<file path="config.mk">
export PLATFORM = sky130hd
export DESIGN_NAME = lane_irq_arbiter_flat
export DESIGN_NICKNAME = d
export VERILOG_FILES = /design/src/rtl/astep_lane_pkg.sv /design/src/rtl/lane_irq_arbiter_if.sv /design/src/rtl/lane_rr_pick.sv /design/src/rtl/lane_irq_arbiter.sv /design/src/flat_wrapper.sv
export SDC_FILE = /design/constraint.sdc
export NUM_CORES = 1
export LEC_CHECK = 0
export CELL_PAD_IN_SITES_DETAIL_PLACEMENT = 0
export CELL_PAD_IN_SITES_GLOBAL_PLACEMENT = 1
export CORE_AREA = 2 2 208 210
export DETAILED_ROUTE_END_ITERATION = 10
export DIE_AREA = 0 0 210 212
export GPL_ROUTABILITY_DRIVEN = 0
export PLACE_DENSITY = 0.64
export SLEW_MARGIN = 20
export SYNTH_ARGS = -nofsm -noshare
export SYNTH_HDL_FRONTEND = slang
export SYNTH_SLANG_ARGS = --single-unit
export TNS_END_PERCENT = 5
</file>
<file path="constraint.sdc">
create_clock -name sysclk -period 9.15 [get_ports sysclk]
set_input_delay 1.83 -clock sysclk [delete_from_list [all_inputs] [get_ports sysclk]]
set_output_delay 1.83 -clock sysclk [all_outputs]
set_load 0.1 [all_outputs]
</file>
<file path="src/rtl/astep_lane_pkg.sv">
// Shared types for the lane interrupt arbiter: lane index width, lane ceiling and FSM states.
package astep_lane_pkg;

  localparam int unsigned LANES_MAX = 20;

  typedef logic [4:0] lane_idx_t;

  typedef enum logic [1:0] {
    StIdle,
    StSettle,
    StGrant,
    StBusy
  } lane_state_e;

endpackage

</file>
<file path="src/rtl/lane_irq_arbiter_if.sv">
// Grant handshake between the lane arbiter (master) and the SPI readout engine (slave).
interface lane_irq_arbiter_if;
  import astep_lane_pkg::*;

  logic      grant_valid;
  logic      grant_ready;
  lane_idx_t grant_lane;
  logic      readout_done;

  modport master (
    output grant_valid,
    output grant_lane,
    input  grant_ready,
    input  readout_done
  );

  modport slave (
    input  grant_valid,
    input  grant_lane,
    output grant_ready,
    output readout_done
  );

endinterface

</file>
<file path="src/rtl/lane_rr_pick.sv">
// Combinational round-robin search: first set request strictly after rr_ptr_i, wrapping to 0.
module lane_rr_pick
  import astep_lane_pkg::*;
#(
  parameter int unsigned LANES = 20
) (
  input  logic [LANES-1:0] req_i,
  input  lane_idx_t        rr_ptr_i,
  output logic             found_o,
  output lane_idx_t        idx_o
);

  always_comb begin
    lane_idx_t cand;
    found_o = 1'b0;
    idx_o   = '0;
    cand    = '0;
    // k = LANES revisits rr_ptr_i itself last, so a lone request on it is still served
    for (int unsigned k = 1; k <= LANES; k++) begin
      cand = lane_idx_t'((32'(rr_ptr_i) + k) % LANES);
      if (!found_o && req_i[cand]) begin
        found_o = 1'b1;
        idx_o   = cand;
      end
    end
  end

endmodule

</file>
<file path="src/rtl/lane_irq_arbiter.sv">
// Round-robin interrupt arbiter: synchronises per-row interrupts, holds one row, grants it to
// the readout engine and releases it on readout_done or watchdog expiry.
module lane_irq_arbiter
  import astep_lane_pkg::*;
#(
  parameter int unsigned LANES       = 20,
  parameter int unsigned SYNC_STAGES = 2,
  parameter int unsigned HOLD_SETTLE = 4
) (
  input  logic               sysclk,
  input  logic               rst,
  input  logic [LANES-1:0]   lane_interruptn,
  input  logic [LANES-1:0]   lane_enable,
  input  logic [15:0]        timeout_cycles,
  output logic [LANES-1:0]   lane_hold,
  lane_irq_arbiter_if.master grant_if,
  output logic [LANES-1:0]   irq_pending,
  output logic               timeout_event,
  output logic [15:0]        timeout_count
);

  logic [LANES-1:0] sync_q [SYNC_STAGES];
  logic [LANES-1:0] pend_q;
  lane_state_e      state_q, state_d;
  logic [LANES-1:0] hold_q, hold_d;
  lane_idx_t        lane_q, lane_d;
  lane_idx_t        rr_ptr_q, rr_ptr_d;
  logic [15:0]      settle_q, settle_d;
  logic [15:0]      busy_q, busy_d;
  logic [15:0]      tcount_q, tcount_d;
  logic             tevent_q, tevent_d;
  logic             block_q, block_d;
  logic             pick_found;
  lane_idx_t        pick_idx;
  logic             expire;

  // Synchroniser idles high so a reset never looks like a pending interrupt
  always_ff @(posedge sysclk) begin
    if (rst) begin
      for (int unsigned s = 0; s < SYNC_STAGES; s++) sync_q[s] <= '1;
      pend_q <= '0;
    end else begin
      sync_q[0] <= lane_interruptn;
      for (int unsigned s = 1; s < SYNC_STAGES; s++) sync_q[s] <= sync_q[s-1];
      pend_q <= ~sync_q[SYNC_STAGES-1] & lane_enable;
    end
  end

  lane_rr_pick #(
    .LANES (LANES)
  ) u_pick (
    .req_i    (pend_q),
    .rr_ptr_i (rr_ptr_q),
    .found_o  (pick_found),
    .idx_o    (pick_idx)
  );

  assign expire = (timeout_cycles != 16'd0) && (busy_q == timeout_cycles);

  always_comb begin
    state_d  = state_q;
    hold_d   = hold_q;
    lane_d   = lane_q;
    rr_ptr_d = rr_ptr_q;
    settle_d = settle_q;
    busy_d   = busy_q;
    tcount_d = tcount_q;
    tevent_d = 1'b0;
    block_d  = 1'b0;
    unique case (state_q)
      StIdle: begin
        // block_q keeps one quiet IDLE cycle after every release
        if (pick_found && !block_q) begin
          lane_d   = pick_idx;
          settle_d = 16'(HOLD_SETTLE - 1);
          state_d  = StSettle;
          for (int unsigned i = 0; i < LANES; i++) hold_d[i] = (pick_idx == lane_idx_t'(i));
        end
      end
      StSettle: begin
        if (!lane_enable[lane_q]) begin
          hold_d  = '0;
          state_d = StIdle;
        end else if (settle_q == 16'd0) begin
          state_d = StGrant;
        end else begin
          settle_d = settle_q - 16'd1;
        end
      end
      StGrant: begin
        if (!lane_enable[lane_q]) begin
          hold_d  = '0;
          state_d = StIdle;
        end else if (grant_if.grant_ready) begin
          busy_d  = 16'd1;
          state_d = StBusy;
        end
      end
      StBusy: begin
        if (grant_if.readout_done || expire) begin
          hold_d   = '0;
          rr_ptr_d = lane_q;
          block_d  = 1'b1;
          state_d  = StIdle;
          // A done in the expiry cycle wins: no event, no count
          if (!grant_if.readout_done) begin
            tevent_d = 1'b1;
            if (tcount_q != 16'hFFFF) tcount_d = tcount_q + 16'd1;
          end
        end else begin
          busy_d = busy_q + 16'd1;
        end
      end
      default: state_d = StIdle;
    endcase
  end

  always_ff @(posedge sysclk) begin
    if (rst) begin
      state_q  <= StIdle;
      hold_q   <= '0;
      lane_q   <= '0;
      rr_ptr_q <= lane_idx_t'(LANES - 1);
      settle_q <= '0;
      busy_q   <= '0;
      tcount_q <= '0;
      tevent_q <= 1'b0;
      block_q  <= 1'b0;
    end else begin
      state_q  <= state_d;
      hold_q   <= hold_d;
      lane_q   <= lane_d;
      rr_ptr_q <= rr_ptr_d;
      settle_q <= settle_d;
      busy_q   <= busy_d;
      tcount_q <= tcount_d;
      tevent_q <= tevent_d;
      block_q  <= block_d;
    end
  end

  assign lane_hold            = hold_q;
  assign grant_if.grant_valid = (state_q == StGrant);
  assign grant_if.grant_lane  = lane_q;
  assign irq_pending          = pend_q;
  assign timeout_event        = tevent_q;
  assign timeout_count        = tcount_q;

endmodule
</file>
<file path="src/flat_wrapper.sv">
// flat-port wrapper written by rule: the top's interface ports become plain ports
module lane_irq_arbiter_flat import astep_lane_pkg::*;
#(
  parameter int unsigned LANES       = 20,
  parameter int unsigned SYNC_STAGES = 2,
  parameter int unsigned HOLD_SETTLE = 4
)
  (sysclk, rst, lane_interruptn, lane_enable, timeout_cycles, lane_hold, irq_pending, timeout_event, timeout_count, grant_if_grant_valid, grant_if_grant_lane, grant_if_grant_ready, grant_if_readout_done);
  lane_irq_arbiter_if grant_if_i ();
  input  logic sysclk;
  input  logic rst;
  input  logic [LANES-1:0] lane_interruptn;
  input  logic [LANES-1:0] lane_enable;
  input  logic [15:0] timeout_cycles;
  output logic [LANES-1:0] lane_hold;
  output logic [LANES-1:0] irq_pending;
  output logic timeout_event;
  output logic [15:0] timeout_count;
  output wire logic [$bits(grant_if_i.grant_valid)-1:0] grant_if_grant_valid;
  output wire logic [$bits(grant_if_i.grant_lane)-1:0] grant_if_grant_lane;
  input wire logic [$bits(grant_if_i.grant_ready)-1:0] grant_if_grant_ready;
  input wire logic [$bits(grant_if_i.readout_done)-1:0] grant_if_readout_done;
  assign grant_if_grant_valid = grant_if_i.grant_valid;
  assign grant_if_grant_lane = grant_if_i.grant_lane;
  assign grant_if_i.grant_ready = grant_if_grant_ready;
  assign grant_if_i.readout_done = grant_if_readout_done;
  lane_irq_arbiter #(.LANES(LANES), .SYNC_STAGES(SYNC_STAGES), .HOLD_SETTLE(HOLD_SETTLE)) u_core (.sysclk(sysclk), .rst(rst), .lane_interruptn(lane_interruptn), .lane_enable(lane_enable), .timeout_cycles(timeout_cycles), .lane_hold(lane_hold), .grant_if(grant_if_i), .irq_pending(irq_pending), .timeout_event(timeout_event), .timeout_count(timeout_count));
endmodule
</file>
Word level (Yosys, flattened, before mapping):

Memory sizes are Yosys's and may differ from the RTL's.
Cells that the tools add are included.

* register bits after elaboration: 102
* bits in writable memories: 40
* memories: 1

Memory list
* u_core.sync_q: words 2, width 20, rd ports 2, clocked after memory_dff 0, write ports 2, RTL line lane_irq_arbiter.sv:22 `logic [LANES-1:0] sync_q [SYNC_STAGES];`

* add/sub/neg operators: 23
* div/mod/pow operators: 20
* order comparisons: 21
* equality and inequality tests: 34
* mux-type cells: 108
* bitwise logic cells: 7
* reductions and logical operators: 58

Operator list (number)
* $mod A32 B5 Y32 const B: 20
* $lt A5 B6 Y1 const B: 21
* $bmux W1 S5: 21
* $mux W20: 5
* $mux W5: 20
* $mux W16: 6
* $pmux W16 S2: 2
* $pmux W20 S3: 1
* $add A5 B4 Y6 const B: 8
* $mux W1: 46
* $eq A5 B4 Y1 const B: 8
* $add A16 B1 Y16 const B: 2
* $add A5 B5 Y6 const B: 5
* $add A5 B3 Y6 const B: 4
* $logic_and A1 B1 Y1: 21
* $and A20 B20 Y20: 1
* $eq A5 B3 Y1 const B: 4
* $eq A5 B5 Y1 const B: 4
* $logic_not A1 Y1: 20
* $not A20 Y20: 1
* $eq A16 B16 Y1: 1
* $logic_not A16 Y1: 1
* $ne A16 B16 Y1 const B: 1
* $reduce_and A4 Y1: 4
* 23 further kinds: 44

Logic depth before layout (Yosys ltp):

Gate-level depths: netlist (run 1).

* depth in word-level cells: 65
* gate-level depth with buffers: 32
* depth with buffers taken out: 26

By module:

Synthesis (run 1) repeated with hierarchy kept, for this count alone.

* cells, all modules: 1898
* area total of the unflattened synthesis: 14805.4 um^2

Modules (own cells, without submodules)
* lane_rr_pick: instances 1, cells an instance 1235, area an instance 8635.8 um^2, sequential area each 0.0 um^2
* lane_irq_arbiter: instances 1, cells an instance 663, area an instance 6169.7 um^2, sequential area each 2842.7 um^2

Worst setup path before layout (run 1):

OpenSTA, ideal clock, no wires.

* path kind: register -> register
* start point: register u_core.rr_ptr_q[1]
* end point: register u_core.hold_q[19] (netlist: u_core.lane_hold[19])
* library setup time: 0.065 ns
* data arrival time: 6.548 ns
* required time: 9.085 ns
* setup slack: 2.538 ns
* cell stages (with the launch flop): 27
* buffers on the path: 5
* period minus slack after synthesis: 6.612 ns
* cell sequence: dfxtp_1 -> buf_2 -> buf_2 -> clkbuf_1 -> inv_1 -> ha_1 -> buf_2 -> a21boi_2 -> xnor2_1 -> inv_1 -> ha_1 -> or4_1 -> and2_1 -> a311o_1 -> inv_1 -> ha_1 -> nand2_1 -> a21oi_1 -> mux2i_1 -> a211oi_2 -> or3_1 -> buf_2 -> nor4_4 -> nand3_2 -> a311oi_4 -> nor3b_2 -> a32o_1

* word-level cells in the longest chain between the ends: 65
* elaborated cells between the ends (all ways): 164
* those cells by class: add/sub (20); div (20); eq/ne (2); mux (82); reduce/logical (40)

Ends and longest elaborated chain
* from (decl): RTL line lane_irq_arbiter.sv:27 `lane_idx_t rr_ptr_q, rr_ptr_d;`
* from (signal assigned): RTL line lane_irq_arbiter.sv:123 `rr_ptr_q <= lane_idx_t'(LANES - 1);`
* from (signal assigned): RTL line lane_irq_arbiter.sv:133 `rr_ptr_q <= rr_ptr_d;`
* $add A5 B1 Y6: RTL line lane_rr_pick.sv:20 `cand = lane_idx_t'((32'(rr_ptr_i) + k) % LANES);`
* $mod A32 B5 Y32: RTL line lane_rr_pick.sv:20
* $bmux W1 S5: RTL line lane_rr_pick.sv:21 `if (!found_o && req_i[cand]) begin`
* $mux W1 (not written as such): RTL line lane_rr_pick.sv:21
* $mux W1: RTL line lane_rr_pick.sv:21
* $logic_not A1 Y1: RTL line lane_rr_pick.sv:21
* $logic_and A1 B1 Y1: RTL line lane_rr_pick.sv:21
* $mux W1: RTL line lane_rr_pick.sv:21
* [49 not listed]
* $logic_and A1 B1 Y1: RTL line lane_rr_pick.sv:21
* $mux W1: RTL line lane_rr_pick.sv:21
* $logic_not A1 Y1: RTL line lane_rr_pick.sv:21
* $logic_and A1 B1 Y1: RTL line lane_rr_pick.sv:21
* $mux W5 or $mux W1 (tied branches): RTL line lane_rr_pick.sv:21
* $eq A5 B5 Y1 or $logic_and A1 B1 Y1 (tied branches): RTL line lane_irq_arbiter.sv:77, lane_irq_arbiter.sv:73
* $mux W20 or $ne A2 B1 Y1 (tied branches)
* $pmux W20 S3 or $reduce_and A3 Y1 (tied branches)
* to (signal assigned): RTL line lane_irq_arbiter.sv:131 `hold_q <= hold_d;`
* to (decl): RTL line lane_irq_arbiter.sv:25 `logic [LANES-1:0] hold_q, hold_d;`

Several ways; a longest one is shown, not always the timed one. The select of a mux whose other input is x is not followed.
A chain may end at the register's enable or synchronous reset.

Final worst setup path (run 1):

* start point: register u_core.rr_ptr_q[2]
* end point: register u_core.settle_q[4]

* word-level cells in the longest chain between the ends: 65
* elaborated cells between the ends (all ways): 141
* those cells by class: add/sub (20); div (20); eq/ne (1); mux (60); reduce/logical (40)

Ends and longest elaborated chain
* $add A5 B1 Y6: RTL line lane_rr_pick.sv:20
* $mod A32 B5 Y32: RTL line lane_rr_pick.sv:20
* $bmux W1 S5: RTL line lane_rr_pick.sv:21
* $mux W1 (not written as such): RTL line lane_rr_pick.sv:21
* $mux W1: RTL line lane_rr_pick.sv:21
* $logic_not A1 Y1: RTL line lane_rr_pick.sv:21
* $logic_and A1 B1 Y1: RTL line lane_rr_pick.sv:21
* $mux W1: RTL line lane_rr_pick.sv:21
* [49 not listed]
* $logic_and A1 B1 Y1: RTL line lane_rr_pick.sv:21
* $mux W1: RTL line lane_rr_pick.sv:21
* $logic_not A1 Y1: RTL line lane_rr_pick.sv:21
* $logic_and A1 B1 Y1: RTL line lane_rr_pick.sv:21
* $mux W1 *: RTL line lane_rr_pick.sv:21
* $logic_and A1 B1 Y1 *: RTL line lane_irq_arbiter.sv:73 `if (pick_found && !block_q) begin`
* $ne A2 B1 Y1 (no line) *
* $reduce_and A4 Y1 (no line) *
* to (signal assigned): RTL line lane_irq_arbiter.sv:134 `settle_q <= settle_d;`
* to (decl): RTL line lane_irq_arbiter.sv:28 `logic [15:0] settle_q, settle_d;`

Every way passes the cells marked *; elsewhere a longest branch is shown, timed or not. The select of a mux whose other input is x is not followed.

==> results of run 1 <==
==> cell families (layout without fill, tap and decap cells) <==
| logic type | count (synthesis) | after routing | synth area share, % |
|---|---|---|---|
| mux | 85 | 85 | 8.14 |
| flops | 142 | 142 | 18.8 |
| fa+ha+maj | 89 | 89 | 7.35 |
| compound gates | 543 | 543 | 27.0 |
| xor+xnor | 87 | 87 | 5.65 |
| buf+inv | 182 | 262 | 5.66 |
| simple gates | 756 | 756 | 27.4 |
==> worst max path at each step <==
stage                                                from                                 to  slack (ns)  depth (start not counted)
after floorplan           u_core.rr_ptr_q[1]$_SDFFE_PP1P_  u_core.lane_hold[19]$_SDFFE_PP0P_        2.54                         26
after global placement    u_core.rr_ptr_q[2]$_SDFFE_PP0P_    u_core.settle_q[4]$_SDFFE_PP0P_        1.79                         25
after detailed placement  u_core.rr_ptr_q[2]$_SDFFE_PP0P_    u_core.settle_q[4]$_SDFFE_PP0P_        1.73                         25
after CTS                 u_core.rr_ptr_q[2]$_SDFFE_PP0P_    u_core.settle_q[4]$_SDFFE_PP0P_        1.67                         25
after global routing      u_core.rr_ptr_q[3]$_SDFFE_PP0P_    u_core.settle_q[4]$_SDFFE_PP0P_        0.98                         23
final                     u_core.rr_ptr_q[2]$_SDFFE_PP0P_    u_core.settle_q[4]$_SDFFE_PP0P_        1.56                         25
==> cell usage in the layout, fill, tap and decap left out, drive strengths merged, types with 16 or more instances in the layout <==
| master | count |
|---|---|
| nor2 | 153 |
| nand3 | 59 |
| a211o | 17 |
| nand2 | 147 |
| a211oi | 29 |
| xor2 | 39 |
| or2 | 55 |
| dfxtp | 142 |
| o21a | 16 |
| nor4 | 22 |
| or3 | 29 |
| and2 | 25 |
| a21o | 19 |
| nor3 | 62 |
| and3 | 21 |
| clkbuf | 17 |
| nor3b | 31 |
| o21ai | 98 |
| nand4 | 27 |
| nor2b | 24 |
| inv | 85 |
| clkdlybuf4s50 | 121 |
| mux2i | 48 |
| a21oi | 110 |
| o211ai | 23 |
| xnor2 | 48 |
| a21boi | 20 |
| a32o | 17 |
| nand2b | 46 |
| ha | 86 |
| mux4 | 28 |
| buf | 26 |
==> per-layer routing <==
metal | up-vias | global-route usage, % | wire length (um)
met5 | - | 0 | 13
li1 | 7202 | - | -
met1 | 7345 | 32.1 | 24600
met4 | 2 | 8.83 | 1780
met2 | 550 | 37.8 | 23900
met3 | 95 | 5.27 | 4030
==> cell type report <==
type,count,area share (%)
well taps,546,3.95
clock inverters,14,1.20
clock buffers,17,2.46
repair buffers,147,8.12
inverters,84,1.82
multi-input cells,1560,66.0
flip-flops and latches,142,16.5
==> worst register-to-register path: stages, from the launching register on <==
cell and delay, ns:
dfxtp_2 0.59, clkinv_1 0.11, buf_4 0.23, ha_1 0.41
a21oi_2 0.34, xnor2_2 0.17, inv_2 0.08, ha_1 0.24
o21ai_0 0.22, o21ai_1 0.14, xnor2_1 0.23, inv_1 0.09
ha_1 0.22, a21oi_1 0.16, o21ai_0 0.14, a211oi_1 0.74
mux2i_1 0.17, nor3_1 0.46, or3_1 0.49, or3_1 0.35
nor4_4 0.13, a41o_1 0.33, a21oi_2 0.53, nand2_1 0.34
or4_1 0.46, a21oi_1 0.15
==> where the power goes <==
part	total (W)	internal [W]	switching (W)	leakage (nW)
combinational	0.000943	0.000323	0.000620	5.00
clock	0.000747	0.000460	0.000287	0.302
sequential	0.000739	0.000681	0.0000575	1.16
==> through the flow <==
stage                     instances  hold slack [ns]  worst slack, ns  power (W)  area (sq um)
after floorplan                1884            0.372             2.54    0.00143         15100
after global placement         2479            0.376             1.79    0.00169         16600
after detailed placement       2479            0.377             1.73    0.00169         16600
after CTS                      2510            0.384             1.67    0.00244         17300
after global routing           2510            0.397            0.980    0.00256         17300
final                          2510            0.385             1.56    0.00243         17300
==> state kept, by name, indices dropped and copies added, names as in the netlist <==
signal / cells
u_core.grant_if.grant_lane: 5
u_core.block_q: 1
u_core.rr_ptr_q: 5
u_core.busy_q: 16
u_core.state_q: 2
u_core.lane_hold: 20
u_core.timeout_event: 1
u_core.settle_q: 16
u_core.timeout_count: 16
u_core.sync_q: 40
u_core.irq_pending: 20
==> qor.yml, run 1 <==
outcome: "complete, no violations"
fillers: 4263
chipHeight_um: 212
fin_crit_ns: 7.59
cpPeakStageDelay_ns: 0.74
r2r_slack_ns: 1.56
worstRegToRegCells: 25
regArea_sq_mm: 0.00285
vias: 15200
num_io_pins: 123
drt_iter0_markers: 1313
synth_cell_type_count: 130
hp-start: "u_core.sync_q[0][37]$_SDFF_PP1_"
synth_area_per_cell_sq_um: 8.01
path_clk_slew_ns: 0.07
grt_pass1_wl_um: 83000
synth_area_leaders: "dfxtp_1 19%, ha_1 7.1%, mux4_2 4.2%, nor2_1 3.8%, nand2_1 3.6%"
setup-tns-final_ns: 0
cp-start-kind: "flip-flop"
postCtsSetupBuffers: 0
synth_nets: 2030
diodes: 0
ys.flop_type: "dfxtp_1"
slew-limit-headroom_pct: 29.0
grtUsageTotal_pct: 24.0
netlist_instances: 1884
synth_top_area_cell: "dfxtp_1"
synth_edf_count: 0
numClockSinks: 142
r2r_start: "u_core.rr_ptr_q[2]$_SDFFE_PP0P_"
timing.rr.end: "u_core.settle_q[4]$_SDFFE_PP0P_"
dp_hpwl_um: 42100
drive_above_1_share_pct: 12.5
rows: 76
vdd_drop_max_v: 0.000145
grt_pass1_vias: 14200
core_sq_mm: 0.0425
max_freq_ghz: 0.132
cp_common_cell: "ha_1"
drc: 0
whs_path_depth: 1
timing.clock.skew_ns: 0.0155
ant_nets: 0
htree_levels: 4
cellLeakagePower_nw: 6.46
routedWlPerCell_um: 21.6
wl_um: 54300
ys_top_cells_by_count: "152 x nor2_1, 146 x nand2_1, 142 x dfxtp_1"
rsz0062_at_grt: "false"
vias_per_cell: 6.05
crit_buf_inv: 4
whs_endpoint: "u_core.irq_pending[17]$_SDFF_PP0_"
ctsResizeCount: 0
tightestPinTransition_ns: 1.06
grt_max_degree: 57
layout.nets: 2098
die_x_um: 210
overflow: 0
async_flop_share_pct: 0
setup_viol: 0
postLayoutCoreUtil_pct: 40.7
hold_violations: 0
ys_ff_latch: 142
fp.dieArea_sq_mm: 0.0445
dr.pass1.iters: 6
tritoncts: "yes"
worstPathArrival_ns: 7.95
slowest_stage: "a211oi_1"
cts_root_buffer: "clkbuf_16"
cp_max_fo: 15
antenna_found_initial: 1
hp-class: "flip-flop to flip-flop"
clk_latency_ns: 0.44
required_ns: 9.51
cts.path.max_buffers: 2
cts_hold_buf: 0
multi_input_area_sq_mm: 0.0114
cp-end-kind: "flip-flop"
slew_viol_final: 0
cts_buffers: 17
start_util_pct: 35.5
ys_warn_count: 0
yosysSeqAreaShare_pct: 18.8
path_delay_family: "compound AO/OA/AOI/OAI gates"
post-route-period-util_pct: 83.0
area_growth_pct: 14.6
p_per_area_mw_per_mm2: 140
drv_cap: 0
io_buffers: 122
yosysMostFrequentCell: "nor2_1"
netlist_area_sq_mm: 0.0151
yosysTopAreaCellShare_pct: 18.8
crit_type: "flip-flop to flip-flop"
Power figures use the tool's default switching activity.
==> run 2: changes to the inputs <==
--- a/config.mk
+++ b/config.mk
@@ -11,7 +11,7 @@
 export DETAILED_ROUTE_END_ITERATION = 10
 export DIE_AREA = 0 0 210 212
 export GPL_ROUTABILITY_DRIVEN = 0
-export PLACE_DENSITY = 0.64
+export PLACE_DENSITY = 0.67
 export SLEW_MARGIN = 20
 export SYNTH_ARGS = -nofsm -noshare
 export SYNTH_HDL_FRONTEND = slang
==> constraint.sdc (replaced) <==
create_clock -name sysclk -period 6.3 [get_ports sysclk]
set_input_delay 1.26 -clock sysclk [delete_from_list [all_inputs] [get_ports sysclk]]
set_output_delay 1.26 -clock sysclk [all_outputs]
set_load 0.1 [all_outputs]
==> run 2 against run 1 <==
Net effect: global-route usage rose by 0.29 points; power grew 53%; via count increased by 2.6%; highest routed layer unchanged; critical endpoint is now u_core.lane_hold[3]$_SDFFE_PP0P_.
==> qor.yml, run 2 (same netlist as run 1, synthesis figures left out) <==
vias: 15600
hp-class: "flip-flop to flip-flop"
io_buffers: 122
timing.rr.end: "u_core.lane_hold[3]$_SDFFE_PP0P_"
htree_levels: 4
vdd_drop_max_v: 0.000253
grt_pass1_vias: 14800
slowest_stage: "a2111oi_2"
cts_root_buffer: "clkbuf_16"
outcome: "complete, no violations"
drt_iter0_markers: 1249
layout.nets: 2208
crit_type: "flip-flop to flip-flop"
routedWlPerCell_um: 21.2
grtUsageTotal_pct: 24.3
fin_crit_ns: 6.08
cellLeakagePower_nw: 7.10
dr.pass1.iters: 5
final_cells: 2621
ant_nets: 0
antenna_found_initial: 1
hp-start: "u_core.sync_q[0][39]$_SDFF_PP1_"
core_sq_mm: 0.0425
path_cells: "buf_12 > ha_1 > a21oi_2 > xnor2_4 > inv_2 > ha_1 > a2111oi_2 > a21oi_1 > ha_1 > nand2b_1 > nor3b_1 > a211o_1 > mux2i_1 > a21o_1 > and4b_1 > or2_2 > a2111oi_2 > o32ai_2 > a21boi_1 > o32ai_2 > a21oi_2 > buf_4 > and4_2 > a32o_1"
drc: 0
finalPower_w: 0.00371
final_common_cell: "nor2_1"
slew-limit-headroom_pct: 27.8
r2r_start: "u_core.rr_ptr_q[1]$_SDFFE_PP1P_"
cp-end-kind: "flip-flop"
area_growth_pct: 22.5
p_per_area_mw_per_mm2: 201
fp.dieArea_sq_mm: 0.0445
worstPathArrival_ns: 6.40
whs_path_depth: 1
vias_per_cell: 5.95
dp_hpwl_um: 43200
diodes: 0
fillers: 4238
cp-start-kind: "flip-flop"
overflow: 0
layout_common_cells: "152 x nor2_1, 142 x nand2_1, 137 x dfxtp_1"
start_util_pct: 35.5
post_dp_cell_area_sq_mm: 0.0174
setup_viol: 0
post-route-period-util_pct: 96.5
max_freq_ghz: 0.165
numClockSinks: 142
required_ns: 6.63
placed_cells: 2572
drive_above_1_share_pct: 19.3
clk_latency_ns: 0.44
cts.path.max_buffers: 2
fin_area_sq_mm: 0.0185
r2r_slack_ns: 0.22
chipHeight_um: 212
whs_endpoint: "u_core.irq_pending[19]$_SDFF_PP0_"
worstRegToRegCells: 24
cp_common_cell: "ha_1"
cp_max_fo: 18
rows: 76
regMostFlops: "u_core.sync_q"
largest_reg_flops: 40
die_x_um: 210
num_io_pins: 123
tightestPinTransition_ns: 1.08
cts_buffers: 17
grt_max_degree: 52
path_clk_slew_ns: 0.07
hold-worst-slack_ns: 0.378
tritoncts: "yes"
timing.clock.skew_ns: 0.0145
hold_violations: 0
wl_um: 55600
grt_pass1_wl_um: 84400
cpPeakStageDelay_ns: 0.40
drv_cap: 0
slew_viol_final: 0
## run 2: metal layers
layer / global-route usage (%) / routed length, um
met1: 32.3 / 24700
met2: 38.5 / 24600
met3: 5.91 / 4850
met4: 7.97 / 1530
met5: 0 / 11
## run 2: layout make-up
class | count | area [sq um] | share of cell area [%]
clock buffer | 19 | 443 | 2.40
clock inverter | 13 | 200 | 1.08
sequential | 142 | 2850 | 15.4
tap | 546 | 683 | 3.70
inverter | 84 | 317 | 1.71
multi-input combinational | 1561 | 11700 | 63.4
timing repair buffer | 256 | 2270 | 12.3
## run 2: how the worst max path moves through the flow
| stage | start | to | slack (ns) | depth (start not counted) |
|---|---|---|---|---|
| after global placement | u_core.rr_ptr_q[1]$_SDFFE_PP1P_ | u_core.lane_hold[0]$_SDFFE_PP0P_ | 0.11 | 24 |
| after global routing | u_core.rr_ptr_q[1]$_SDFFE_PP1P_ | u_core.lane_hold[3]$_SDFFE_PP0P_ | -0.06 | 26 |
| after detailed placement | u_core.rr_ptr_q[1]$_SDFFE_PP1P_ | u_core.lane_hold[8]$_SDFFE_PP0P_ | 0.05 | 23 |
| after floorplan | u_core.rr_ptr_q[2]$_SDFFE_PP0P_ | u_core.lane_hold[19]$_SDFFE_PP0P_ | 0.05 | 26 |
| after CTS | u_core.rr_ptr_q[2]$_SDFFE_PP0P_ | u_core.lane_hold[19]$_SDFFE_PP0P_ | 0.00005 | 26 |
| final | u_core.rr_ptr_q[1]$_SDFFE_PP1P_ | u_core.lane_hold[3]$_SDFFE_PP0P_ | 0.22 | 24 |
## run 2: power by group
| group | internal [W] | switching (W) |
|---|---|---|
| sequential | 0.000984 | 0.0000818 |
| clock | 0.000684 | 0.000432 |
| combinational | 0.000577 | 0.000955 |
## run 2: worst max-delay path: cells and delay by family (launching register included)
kind | cells | cell delay, ns
and+or+nand+nor | 5 | 1.28
DFF | 1 | 0.38
adders and majority gates | 3 | 0.79
AOI/OAI and AO/OA | 11 | 2.73
muxes | 1 | 0.12
buffers and inverters | 3 | 0.44
xor gates and xnor gates | 1 | 0.21
## run 2: per-stage QoR
step / setup TNS [ns] / setup slack [ns] / util [%]
final: 0 / 0.224 / 43.5
after global placement: 0 / 0.113 / 40.9
after floorplan: 0 / 0.0464 / -
after detailed placement: 0 / 0.0534 / 40.9
after global routing: -0.248 / -0.0621 / 43.5
after CTS: 0 / 0.0000524 / 42.5
## run 2: repair_timing
item,CTS,global route
endpoints found under the setup margin,8,40
pin swaps,0,16
gates cloned,0,2
buffers inserted,0,15
hold buffers,0,0
resized for setup,2,68
==> edit, RTL diff (flow settings as in run 2) <==
The output `timeout_event` loses its register stage (`tevent_q` becomes a continuous assignment).
--- a/src/rtl/lane_irq_arbiter.sv
+++ b/src/rtl/lane_irq_arbiter.sv
@@ -124,7 +124,6 @@
       settle_q <= '0;
       busy_q   <= '0;
       tcount_q <= '0;
-      tevent_q <= 1'b0;
       block_q  <= 1'b0;
     end else begin
       state_q  <= state_d;
@@ -134,10 +133,11 @@
       settle_q <= settle_d;
       busy_q   <= busy_d;
       tcount_q <= tcount_d;
-      tevent_q <= tevent_d;
       block_q  <= block_d;
     end
   end
+
+  assign tevent_q = tevent_d;
 
   assign lane_hold            = hold_q;
   assign grant_if.grant_valid = (state_q == StGrant);
Function: not settled (the Yosys comparison gave no result); the edit may change what the design does.
==> edit against run 2 <==
  * Sequential share of layout area hardly changed
  * Area after synthesis shrank 0.46%
  * Die area unchanged
  * Total power is 4.4% higher
  * Synthesized cell count is essentially flat
  * Clock skew fell by 0.0060 ns
  * Sequential cell count decreased by 1
  * Worst hold slack gained 0.0082 ns
  * Non-clock buffer count is 12 higher
  * Final area is 0.66% lower
  * Wire length decreased by 0.24%
  * Setup slack worse by 0.095 ns
==> edit: results (changes against run 2) <==
- The relative slew slack is 0.307 (was 0.278).
- The worst path arrival time is 6.49 ns (was 6.40 ns).
- The cell with the largest stage delay on the worst path is sky130_fd_sc_hd__or4_1 (was sky130_fd_sc_hd__a2111oi_2).
- The wire length of the first global-routing pass came to 84400 um (about the same).
- The maximum clock insertion buffer count is 2 (unchanged).
- The sequential area share after synthesis is 0.188 (about the same).
- Main area contributors after synthesis: sky130_fd_sc_hd__dfxtp_1 19%, sky130_fd_sc_hd__ha_1 7.2%, sky130_fd_sc_hd__mux4_2 4.6% (was sky130_fd_sc_hd__dfxtp_1 19%, sky130_fd_sc_hd__ha_1 7.1%, sky130_fd_sc_hd__mux4_2 4.2%).
- The static leakage power came to 6.95 nW (was 7.10 nW).
- The top fanout value on the critical path is 16 (was 18).
- The number of flip-flops in the largest register is 40 (unchanged).
- The total nets after synthesis is 2032 (was 2030).
- The number of H-tree branching levels is 4 (unchanged).
- The final hold slack is 0.386 ns (was 0.378 ns).
- The number of antenna violations at the first check in global routing is 2 (was 1).
- The clock-pin slew reported for the worst setup and hold paths after clock tree synthesis is 0.07 ns (about the same).
- The fraction of layout cells with a size suffix above 1 was 0.191 (was 0.193).
- The iteration count of the initial detailed-routing pass is 6 (was 5).
- Result of the run: finished clean (unchanged).
- The overall fraction of global-route tracks in use was 0.242 (was 0.243).
- The detailed-route via count was 15575 (was 15595).
- The number of nets at the end of the flow is 2228 (was 2208).
- The setup clock skew after layout is 0.00849 ns (was 0.0145 ns).
- The share of flip-flops with an asynchronous set or reset is 0 (unchanged).
- List of most frequent post-synthesis cells: 172 x sky130_fd_sc_hd__nor2_1, 154 x sky130_fd_sc_hd__nand2_1, 141 x sky130_fd_sc_hd__dfxtp_1, 94 x sky130_fd_sc_hd__a21oi_1, 86 x sky130_fd_sc_hd__ha_1 (was 152 x sky130_fd_sc_hd__nor2_1, 146 x sky130_fd_sc_hd__nand2_1, 142 x sky130_fd_sc_hd__dfxtp_1, 106 x sky130_fd_sc_hd__a21oi_1, 86 x sky130_fd_sc_hd__ha_1).
- The count of distinct cell types in the synthesized netlist is 122 (was 130).
- The detailed-placement wirelength estimate is 43200 um (about the same).
- The number of filler instances in the final layout came to 4292 (was 4238).
- The detailed router's first-iteration violation count is 1370 (was 1249).
- The via count of the first global-routing pass is 14505 (was 14826).
- The register-to-register path setup slack came to 0.13 ns (was 0.22 ns).
## edit: worst register-to-register path: cells and delay by family, from the launching register on
family          cells  cell delay (ns)
compound gates     10             2.26
buf+inv             5             0.93
fa+ha+maj           2             0.53
flops               1             0.35
simple gates        7             1.61
mux                 1             0.40
## edit: final timing paths
path                        startpoint                     to  cells after the start
hold reg to reg   u_core.sync_q[0][25]  u_core.irq_pending[5]                      1
hold / removal    u_core.sync_q[0][25]  u_core.irq_pending[5]                      1
setup / recovery    u_core.rr_ptr_q[1]    u_core.lane_hold[1]                     25
setup reg to reg    u_core.rr_ptr_q[1]    u_core.lane_hold[1]                     25
## edit: kinds of logic after synthesis
family / Yosys count / synth area share
flops: 141 / 0.188
buf+inv: 178 / 0.0528
compound gates: 559 / 0.277
xor+xnor: 94 / 0.0613
mux: 76 / 0.0771
simple gates: 746 / 0.268
fa+ha+maj: 91 / 0.0756
## edit: layer usage
metal | routed length (um) | GRT usage
met1 | 24800 | 0.325
met2 | 24500 | 0.384
met3 | 4010 | 0.0443
met4 | 2130 | 0.0978
met5 | 13 | 0
## edit: final cells by class
type	count	area share
tap	546	0.0372
sequential	141	0.154
inverter	85	0.0177
clock buffer	17	0.0232
multi-input combinational	1568	0.634
timing repair buffer	268	0.127
clock inverter	15	0.00702
## edit: timing repair
item	in CTS	in global routing
endpoints found under the setup margin	17	42
cloned	1	1
endpoints found under the hold margin	0	0
gates resized for setup	1	37
pin swaps	2	11
setup buffers	2	14
## edit: where the power goes
part           internal (mW)  leakage (nW)  switching [mW]
registers              0.989          1.15          0.0992
clock network          0.517         0.271           0.430
logic                  0.716          5.53            1.13
## edit: per-stage QoR
step	instances	power [mW]	setup slack, ns	instance area (sq um)
after floorplan	1885	2.34	0.0368	15000
after global placement	2590	2.81	-0.0715	17500
after detailed placement	2590	2.82	-0.163	17500
after CTS	2625	3.79	-0.0189	18100
after global routing	2640	4.11	-0.0677	18400
final	2640	3.88	0.129	18400
